==> src/rtl/hippo_issue_ctrl.sv <==
// rtl/hippo_issue_ctrl.sv - in-order issue controller between fetch and the decode/execute datapath
module hippo_issue_ctrl (
  input  logic        i_clk,
  input  logic        i_reset,
  input  logic        i_fetch_valid,
  input  logic [31:0] i_fetch_instr,
  input  logic [31:0] i_fetch_pc,
  output logic        o_fetch_ready,
  output logic [31:0] o_id_instr,
  output logic [31:0] o_id_pc,
  output logic        o_id_valid,
  input  logic [4:0]  i_dec_rs1,
  input  logic [4:0]  i_dec_rs2,
  input  logic [4:0]  i_dec_rd,
  input  logic        i_dec_rf_we,
  input  logic        i_dec_load,
  input  logic        i_dec_store,
  input  logic        i_dec_jump,
  input  logic        i_dec_branch,
  input  logic        i_dec_trap,
  input  logic        i_branch_taken,
  output logic        o_issue,
  output logic        o_pc_sel,
  output logic        o_flush,
  output logic        o_mem_req,
  input  logic        i_mem_ack,
  output logic        o_trap,
  output logic [31:0] o_trap_pc,
  input  logic        i_trap_ack,
  output logic [31:0] o_instret
);

  typedef enum logic [1:0] {RUN, MEM_WAIT, FLUSH, TRAP} state_e;

  state_e      state_q, state_d;
  logic        id_valid_q, id_valid_d;
  logic [31:0] id_instr_q, id_instr_d;
  logic [31:0] id_pc_q, id_pc_d;
  logic        ex_valid_q, ex_valid_d;
  logic [4:0]  ex_rd_q, ex_rd_d;
  logic        ex_load_q, ex_load_d;
  logic [31:0] instret_q, instret_d;
  logic [31:0] trap_pc_q, trap_pc_d;
  logic        hazard;
  logic        redirect;

  // Load in execute whose destination feeds the ID instruction: stall one cycle
  assign hazard = id_valid_q && ex_valid_q && ex_load_q && (ex_rd_q != 5'd0) &&
                  ((ex_rd_q == i_dec_rs1) || (ex_rd_q == i_dec_rs2));
  assign redirect = i_dec_jump || (i_dec_branch && i_branch_taken);

  assign o_id_instr = id_instr_q;
  assign o_id_pc    = id_pc_q;
  assign o_id_valid = id_valid_q;
  assign o_mem_req  = (state_q == MEM_WAIT);
  assign o_trap     = (state_q == TRAP);
  assign o_trap_pc  = trap_pc_q;
  assign o_instret  = instret_q;

  // Next-state, ID/EX register updates and issue/redirect pulses
  always_comb begin
    state_d       = state_q;
    id_valid_d    = id_valid_q;
    id_instr_d    = id_instr_q;
    id_pc_d       = id_pc_q;
    ex_valid_d    = ex_valid_q;
    ex_rd_d       = ex_rd_q;
    ex_load_d     = ex_load_q;
    instret_d     = instret_q;
    trap_pc_d     = trap_pc_q;
    o_issue       = 1'b0;
    o_pc_sel      = 1'b0;
    o_flush       = 1'b0;
    o_fetch_ready = 1'b0;
    case (state_q)
      RUN: begin
        if (id_valid_q) begin
          if (i_dec_trap) begin
            trap_pc_d  = id_pc_q;
            state_d    = TRAP;
            id_valid_d = 1'b0;
          end else if (!hazard) begin
            o_issue    = 1'b1;
            instret_d  = instret_q + 32'd1;
            id_valid_d = 1'b0;
            if (redirect) begin
              o_pc_sel = 1'b1;
              o_flush  = 1'b1;
              state_d  = FLUSH;
            end else if (i_dec_load || i_dec_store) begin
              state_d = MEM_WAIT;
            end
          end
        end
        if (o_issue) begin
          ex_valid_d = i_dec_rf_we && (i_dec_rd != 5'd0);
          ex_rd_d    = i_dec_rd;
          ex_load_d  = i_dec_load;
        end else begin
          ex_valid_d = 1'b0;
        end
        o_fetch_ready = !id_valid_q || o_issue;
        // A redirect discards whatever fetch offers alongside it
        if (i_fetch_valid && o_fetch_ready && !o_flush) begin
          id_valid_d = 1'b1;
          id_instr_d = i_fetch_instr;
          id_pc_d    = i_fetch_pc;
        end
      end
      MEM_WAIT: begin
        if (i_mem_ack) begin
          state_d    = RUN;
          ex_valid_d = 1'b0;
        end
      end
      FLUSH: begin
        state_d = RUN;
      end
      TRAP: begin
        if (i_trap_ack) begin
          state_d    = RUN;
          id_valid_d = 1'b0;
        end
      end
      default: state_d = RUN;
    endcase
  end

  // State and register update with synchronous active-low reset
  always_ff @(posedge i_clk) begin
    if (!i_reset) begin
      state_q    <= RUN;
      id_valid_q <= 1'b0;
      id_instr_q <= 32'h0000_0013;
      id_pc_q    <= 32'd0;
      ex_valid_q <= 1'b0;
      ex_rd_q    <= 5'd0;
      ex_load_q  <= 1'b0;
      instret_q  <= 32'd0;
      trap_pc_q  <= 32'd0;
    end else begin
      state_q    <= state_d;
      id_valid_q <= id_valid_d;
      id_instr_q <= id_instr_d;
      id_pc_q    <= id_pc_d;
      ex_valid_q <= ex_valid_d;
      ex_rd_q    <= ex_rd_d;
      ex_load_q  <= ex_load_d;
      instret_q  <= instret_d;
      trap_pc_q  <= trap_pc_d;
    end
  end

endmodule

==> config.mk <==
export PLATFORM = sky130hd
export DESIGN_NAME = hippo_issue_ctrl
export DESIGN_NICKNAME = d
export VERILOG_FILES = /design/src/rtl/hippo_issue_ctrl.sv
export SDC_FILE = /design/constraint.sdc
export NUM_CORES = 1
export LEC_CHECK = 0
export BUFFER_PORTS_ARGS = -buffer_cell sky130_fd_sc_hd__buf_2
export CAP_MARGIN = 20
export CORE_ASPECT_RATIO = 0.75
export CORE_UTILIZATION = 42
export CTS_CLUSTER_DIAMETER = 80
export DETAILED_ROUTE_END_ITERATION = 6
export HOLD_SLACK_MARGIN = 0.12
export PLACE_DENSITY_LB_ADDON = 0.3
export SLEW_MARGIN = 20
export SYNTH_ARGS = -nofsm -noshare
export SYNTH_HDL_FRONTEND = slang
export SYNTH_SLANG_ARGS = --single-unit
==> constraint.sdc <==
create_clock -name i_clk -period 4.21 [get_ports i_clk]
set_input_delay 1.263 -clock i_clk [delete_from_list [all_inputs] [get_ports i_clk]]
set_output_delay 1.263 -clock i_clk [all_outputs]
set_load 0.02 [all_outputs]
# ---- Word level (Yosys, flattened, before mapping)
# Cells that the tools add are included.
dict set report classes {
  addsub 1
  reduce_logical 26
  n_bitwise 2
  n_mux 30
  n_eq_ne 10
}
# cell n
set ops {}
lappend ops {{$add 32x1->32 const B} 1}
lappend ops {{$mux 1} 20}
lappend ops {{$mux 2} 7}
lappend ops {{$eq 5x5->1} 2}
lappend ops {{$reduce_bool 5->1} 2}
lappend ops {{$logic_and 1x1->1} 8}
lappend ops {{$pmux 2 s4} 1}
lappend ops {{$reduce_and 2->1} 4}
lappend ops {{$reduce_and 5->1} 1}
lappend ops {{$eq 2x2->1 const B} 2}
lappend ops {{$logic_or 1x1->1} 4}
lappend ops {{$ne 2x1->1 const B} 2}
lappend ops {{$ne 4x4->1 const B} 1}
lappend ops {{$pmux 1 s2} 2}
lappend ops {{$reduce_and 4->1} 1}
lappend ops {{$reduce_bool 2->1} 2}
lappend ops {{$ne 3x3->1 const B} 1}
lappend ops {{$reduce_and 3->1} 1}
lappend ops {{$eq 2x1->1 const B} 1}
lappend ops {{$logic_not 1->1} 2}
lappend ops {{$logic_not 2->1} 1}
lappend ops {{$ne 2x2->1 const B} 1}
lappend ops {{$not 1->1} 2}
dict set report word_totals {
  output_inout_bits 135
  ff_bits 138
}

# ---- Longest topological paths before layout
dict set report depth {
  word_depth 13
  mapped_depth 8
  depth_no_buf 6
}

# ---- Worst setup path before layout
# Ideal clock, no wire load.
dict set report synth_timing {
  path_kind {input-to-output}
  from {in i_dec_rs2[3]}
  to {out o_pc_sel}
  path_stages 7
  path_buffers 2
  t_arrival_ns 2.680
  path_slack_ns 0.267
  t_required_ns 2.947
  cell_sequence {xor2_1 nor2_1 a22oi_2 o21ai_1 clkbuf_1 nor2_1 buf_4}
}
dict set report synth_via {
  elab_chain_len 7
}
# element line_no
set synth_lines {}
lappend synth_lines {{start: declaration} 13} ;# input logic [4:0] i_dec_rs2,
lappend synth_lines {{$eq 5x5->1} 49} ;# ((ex_rd_q == i_dec_rs1) || (ex_rd_q == i_dec_rs2));
lappend synth_lines {{$logic_or 1x1->1} 49}
lappend synth_lines {{$logic_and 1x1->1} 48} ;# assign hazard = id_valid_q && ex_valid_q && ex_load_q && (ex_rd_q != 5'd0) &&
lappend synth_lines {{$mux 1} 82} ;# end else if (!hazard) begin
lappend synth_lines {{$mux 1} 78} ;# if (i_dec_trap) begin
lappend synth_lines {{$mux 1} 77} ;# if (id_valid_q) begin
lappend synth_lines {{$mux 1} 75} ;# case (state_q)
lappend synth_lines {{end: declaration} 23} ;# output logic o_pc_sel,
# Every way passes these cells.

# ---- Worst setup path after layout
dict set report layout_timing {
  from {in i_dec_rs1[1]}
  to {out o_fetch_ready}
}
dict set report layout_via {
  elab_chain_len 9
}
# element line_no
set layout_lines {}
lappend layout_lines {{start: declaration} 12} ;# input logic [4:0] i_dec_rs1,
lappend layout_lines {{$eq 5x5->1} 49}
lappend layout_lines {{$logic_or 1x1->1} 49}
lappend layout_lines {{$logic_and 1x1->1} 48}
lappend layout_lines {{$mux 1} 82}
lappend layout_lines {{$mux 1} 78}
lappend layout_lines {{$mux 1} 77}
lappend layout_lines {{$mux 1} 75}
lappend layout_lines {{$logic_or 1x1->1} 102} ;# o_fetch_ready = !id_valid_q || o_issue;
lappend layout_lines {{$mux 1} 75}
lappend layout_lines {{end: declaration} 8} ;# output logic o_fetch_ready,
# Every way passes these cells. The select of a mux whose other input is x is not followed.

==> flow_metrics.py <==
metrics = {
    "route": {
        "drc": 0,
        "via_per_inst": 5.076,
        "vias": 5523,
        "drt_pass1_iterations": 5,
        "wl_per_cell_um": 14.52,
        "drtAntennaViolNets": 0,
        "wl_um": 15790,
        "drt_iter0_drc": 230,
    },
    "global_routing": {
        "grt_pass1_wl_um": 24090,
        "antenna_found_initial": 3,
        "grt_max_degree": 107,
        "grt.overflow.total": 0,
        "grt_pass1_vias": 4765,
        "grt_usage_pct": 22.24,
    },
    "finish": {
        "instances_no_fill": 1088,
        "syn_to_final_growth_pct": 31.68,
        "fillers": 1236,
        "nets": 995,
        "drive_above_1_share_pct": 30.79,
    },
    "power": {
        "p_per_area_mw_per_mm2": 442.8,
        "switching_share_pct": 27.58,
        "p_leak_nw": 3.302,
        "p_int_mw": 2.411,
        "ir_drop_v": 0.0002581,
        "switching_power_mw": 0.9183,
        "seq_power_share_pct": 42.6,
        "power_frac_comb_pct": 12.1,
        "clkPwrFrac_pct": 45.3,
    },
    "sta": {
        "drv_slew": 0,
        "setup_tns_ps": 0,
        "hold_violations": 0,
        "fmax_mhz": 265.0,
        "fin_crit_sh_pct": 89.65,
        "slew_headroom_pct": 44.87,
        "period_minus_slack_ps": 3774,
        "finalSetupViolCount": 0,
        "clock-skew-final_ps": 10.86,
        "rsz0062_at_grt": "no",
        "tightest_slew_ps": 827.0,
    },
    "synthesis": {
        "synth-edff-count": 0,
        "syn_nets": 792,
        "syn-cell-area_sq_mm": 0.005710,
        "ys_async_sr_fraction_pct": 0,
        "synth_warnings": 0,
        "synth_cells": 700,
        "syn_area_per_cell_sq_um": 8.158,
        "synth-seq-cells": 138,
        "yosysUniqueCellTypes": 52,
        "synth_top_flop_cell": "dfxtp_1",
        "ys_seq_area_share_pct": 48.38,
    },
    "run": {
        "cap_violations": 0,
    },
    "placement": {
        "globalplace.congestion": 0.8547,
        "hpwl_um": 11000,
        "placed_cells": 1055,
        "io_buffers": 225,
    },
    "clock_tree": {
        "clk_pin_slew_worst_paths_ps": 60,
        "cts_tree": "yes",
        "cts_resized": 0,
        "root_buffer": "clkbuf_16",
        "cts_setup_buffers": 0,
        "cts.sinks": 138,
        "numCtsBuffers": 17,
        "clock_latency_ps": 410,
        "cts_buffer_depth": 2,
        "cts-hold-fix-buffers": 0,
        "htree_num_levels": 4,
    },
    "critical_path": {
        "critPathKind": "primary input to primary output",
        "path_common_cell": "buf_2",
        "required_ps": 2950,
        "endpoint_kind": "primary output",
        "arrival_ps": 2510,
        "cp_slowest_cell": "nor3_1",
        "max_stage_delay_ps": 260,
        "setup.worst_path.start_class": "primary input",
        "critical_path.max_fanout": 3,
        "crit_chain": "buf_2 -> xor2_1 -> nor3_1 -> a22oi_2 -> nor2_2 -> o21ai_0 -> and2_1 -> buf_2",
    },
    "floorplanning": {
        "die-area_sq_mm": 0.01407,
        "start_util_pct": 43.57,
        "core_area_sq_mm": 0.01311,
        "die_x_um": 136.6,
        "rows": 36,
        "die_y_um": 103.0,
        "design.portCount": 226,
    },
    "run_status": {
        "status": "finished clean",
    },
    "worst_hold_path": {
        "hold_class": "flip-flop to flip-flop",
    },
}
==> Yosys cell counts (all sizes together), types with 10 or more instances <==
cell / count / area, sq um
nand2b: 12 / 75.07
o21ai: 81 / 405.4
nand4: 10 / 62.56
mux2i: 10 / 100.1
nor2: 25 / 103.9
buf: 19 / 125.1
inv: 10 / 37.53
a21oi: 44 / 220.2
dfxtp: 138 / 2763
xor2: 15 / 131.4
clkbuf: 33 / 123.9
nand2: 158 / 593.1
nand3: 80 / 400.4
==> metrics by stage <==
stage / cell area [sq um] / hold slack [ps] / util (%) / setup WS (ps) / total power [mW]
after global placement: 6914 / 440.0 / 52.75 / 463.5 / 1.844
after floorplan: 5710 / 482.7 / - / 266.8 / 1.695
final: 7520 / 450.7 / 57.37 / 435.7 / 3.330
after global routing: 7517 / 465.0 / 57.35 / 389.4 / 3.464
after detailed placement: 6914 / 443.4 / 52.75 / 445.2 / 1.849
after CTS: 7517 / 451.5 / 57.35 / 439.2 / 3.363
==> kinds of logic after synthesis <==
| logic type | after synthesis | share of synthesized area (%) |
|---|---|---|
| XOR/XNOR | 19 | 2.914 |
| buffers and inverters | 62 | 5.017 |
| flip-flops | 138 | 48.38 |
| AND/OR/NAND/NOR | 316 | 25.35 |
| adder cells (fa/ha/maj) | 1 | 0.2191 |
| multiplexers | 10 | 1.753 |
| AO/OA/AOI/OAI | 154 | 16.37 |
==> worst paths after layout <==
kind,from,endpoint,slack (ps),cells after the start
setup / recovery,i_dec_rs1[1],o_fetch_ready,440,8
hold / removal,o_trap_pc[23],o_trap_pc[23],450,2
setup reg to reg,ex_rd_q[1],o_instret[26],1770,6
hold reg to reg,o_trap_pc[23],o_trap_pc[23],450,2
==> power by group through the flow <==
stage	registers, mW	clock network, mW	logic (mW)
floorplan	1.52	0	0.180
global placement	1.44	0	0.400
CTS	1.42	1.54	0.404
finish	1.42	1.51	0.401
global route	1.43	1.59	0.441
detailed placement	1.45	0	0.403
==> per-layer routing <==
metal	share of wire, %	track usage (%)	up-vias	routed length [um]
li1	-	-	2831	-
met5	0.082	0	-	13
met4	0.97	7.949	2	153
met1	47	28.79	2490	7358
met3	8.2	8.161	14	1289
met2	44	33.97	186	6979
==> worst max-delay path, delay by kind of cell <==
family	cells	cell delay (ps)
simple gates	3	600
buf+inv	2	270
compound gates	2	240
xor+xnor	1	150
==> registers in the layout, indices dropped and copies added, names as in the netlist <==
name / count
o_id_instr: 32
o_instret: 32
ex_valid_q: 1
o_trap_pc: 32
ex_rd_q: 5
o_id_pc: 32
o_id_valid: 1
ex_load_q: 1
state_q: 2
==> cells in the final DEF, fill, tap and decap left out, drive strengths merged, types with 2 or more instances in the layout <==
cell type	n
and4	2
nand2b	12
or3	8
mux2i	10
o31ai	2
xor2	15
buf	236
inv	15
o311ai	3
clkbuf	18
dfxtp	138
o41ai	3
nand4	10
o2111ai	8
or2	2
or4	2
nor2	25
nand2	158
o21ai	81
nand3	80
o211ai	3
clkinvlp	2
bufinv	2
clkinv	5
and3	2
o21a	2
nor3	4
a21oi	44
xnor2	4
nor4	7
==> final cells by class <==
type,count,area (sq um),share of cell area [%]
multi-input combinational,500,2676,35.59
clock buffer,18,439.2,5.840
antenna,1,2.502,0.03328
sequential,138,2763,36.74
clock inverter,14,163.9,2.180
tap,171,214.0,2.845
inverter,10,37.54,0.4992
timing repair buffer,236,1224,16.27
(Power assumes the default switching activity.)
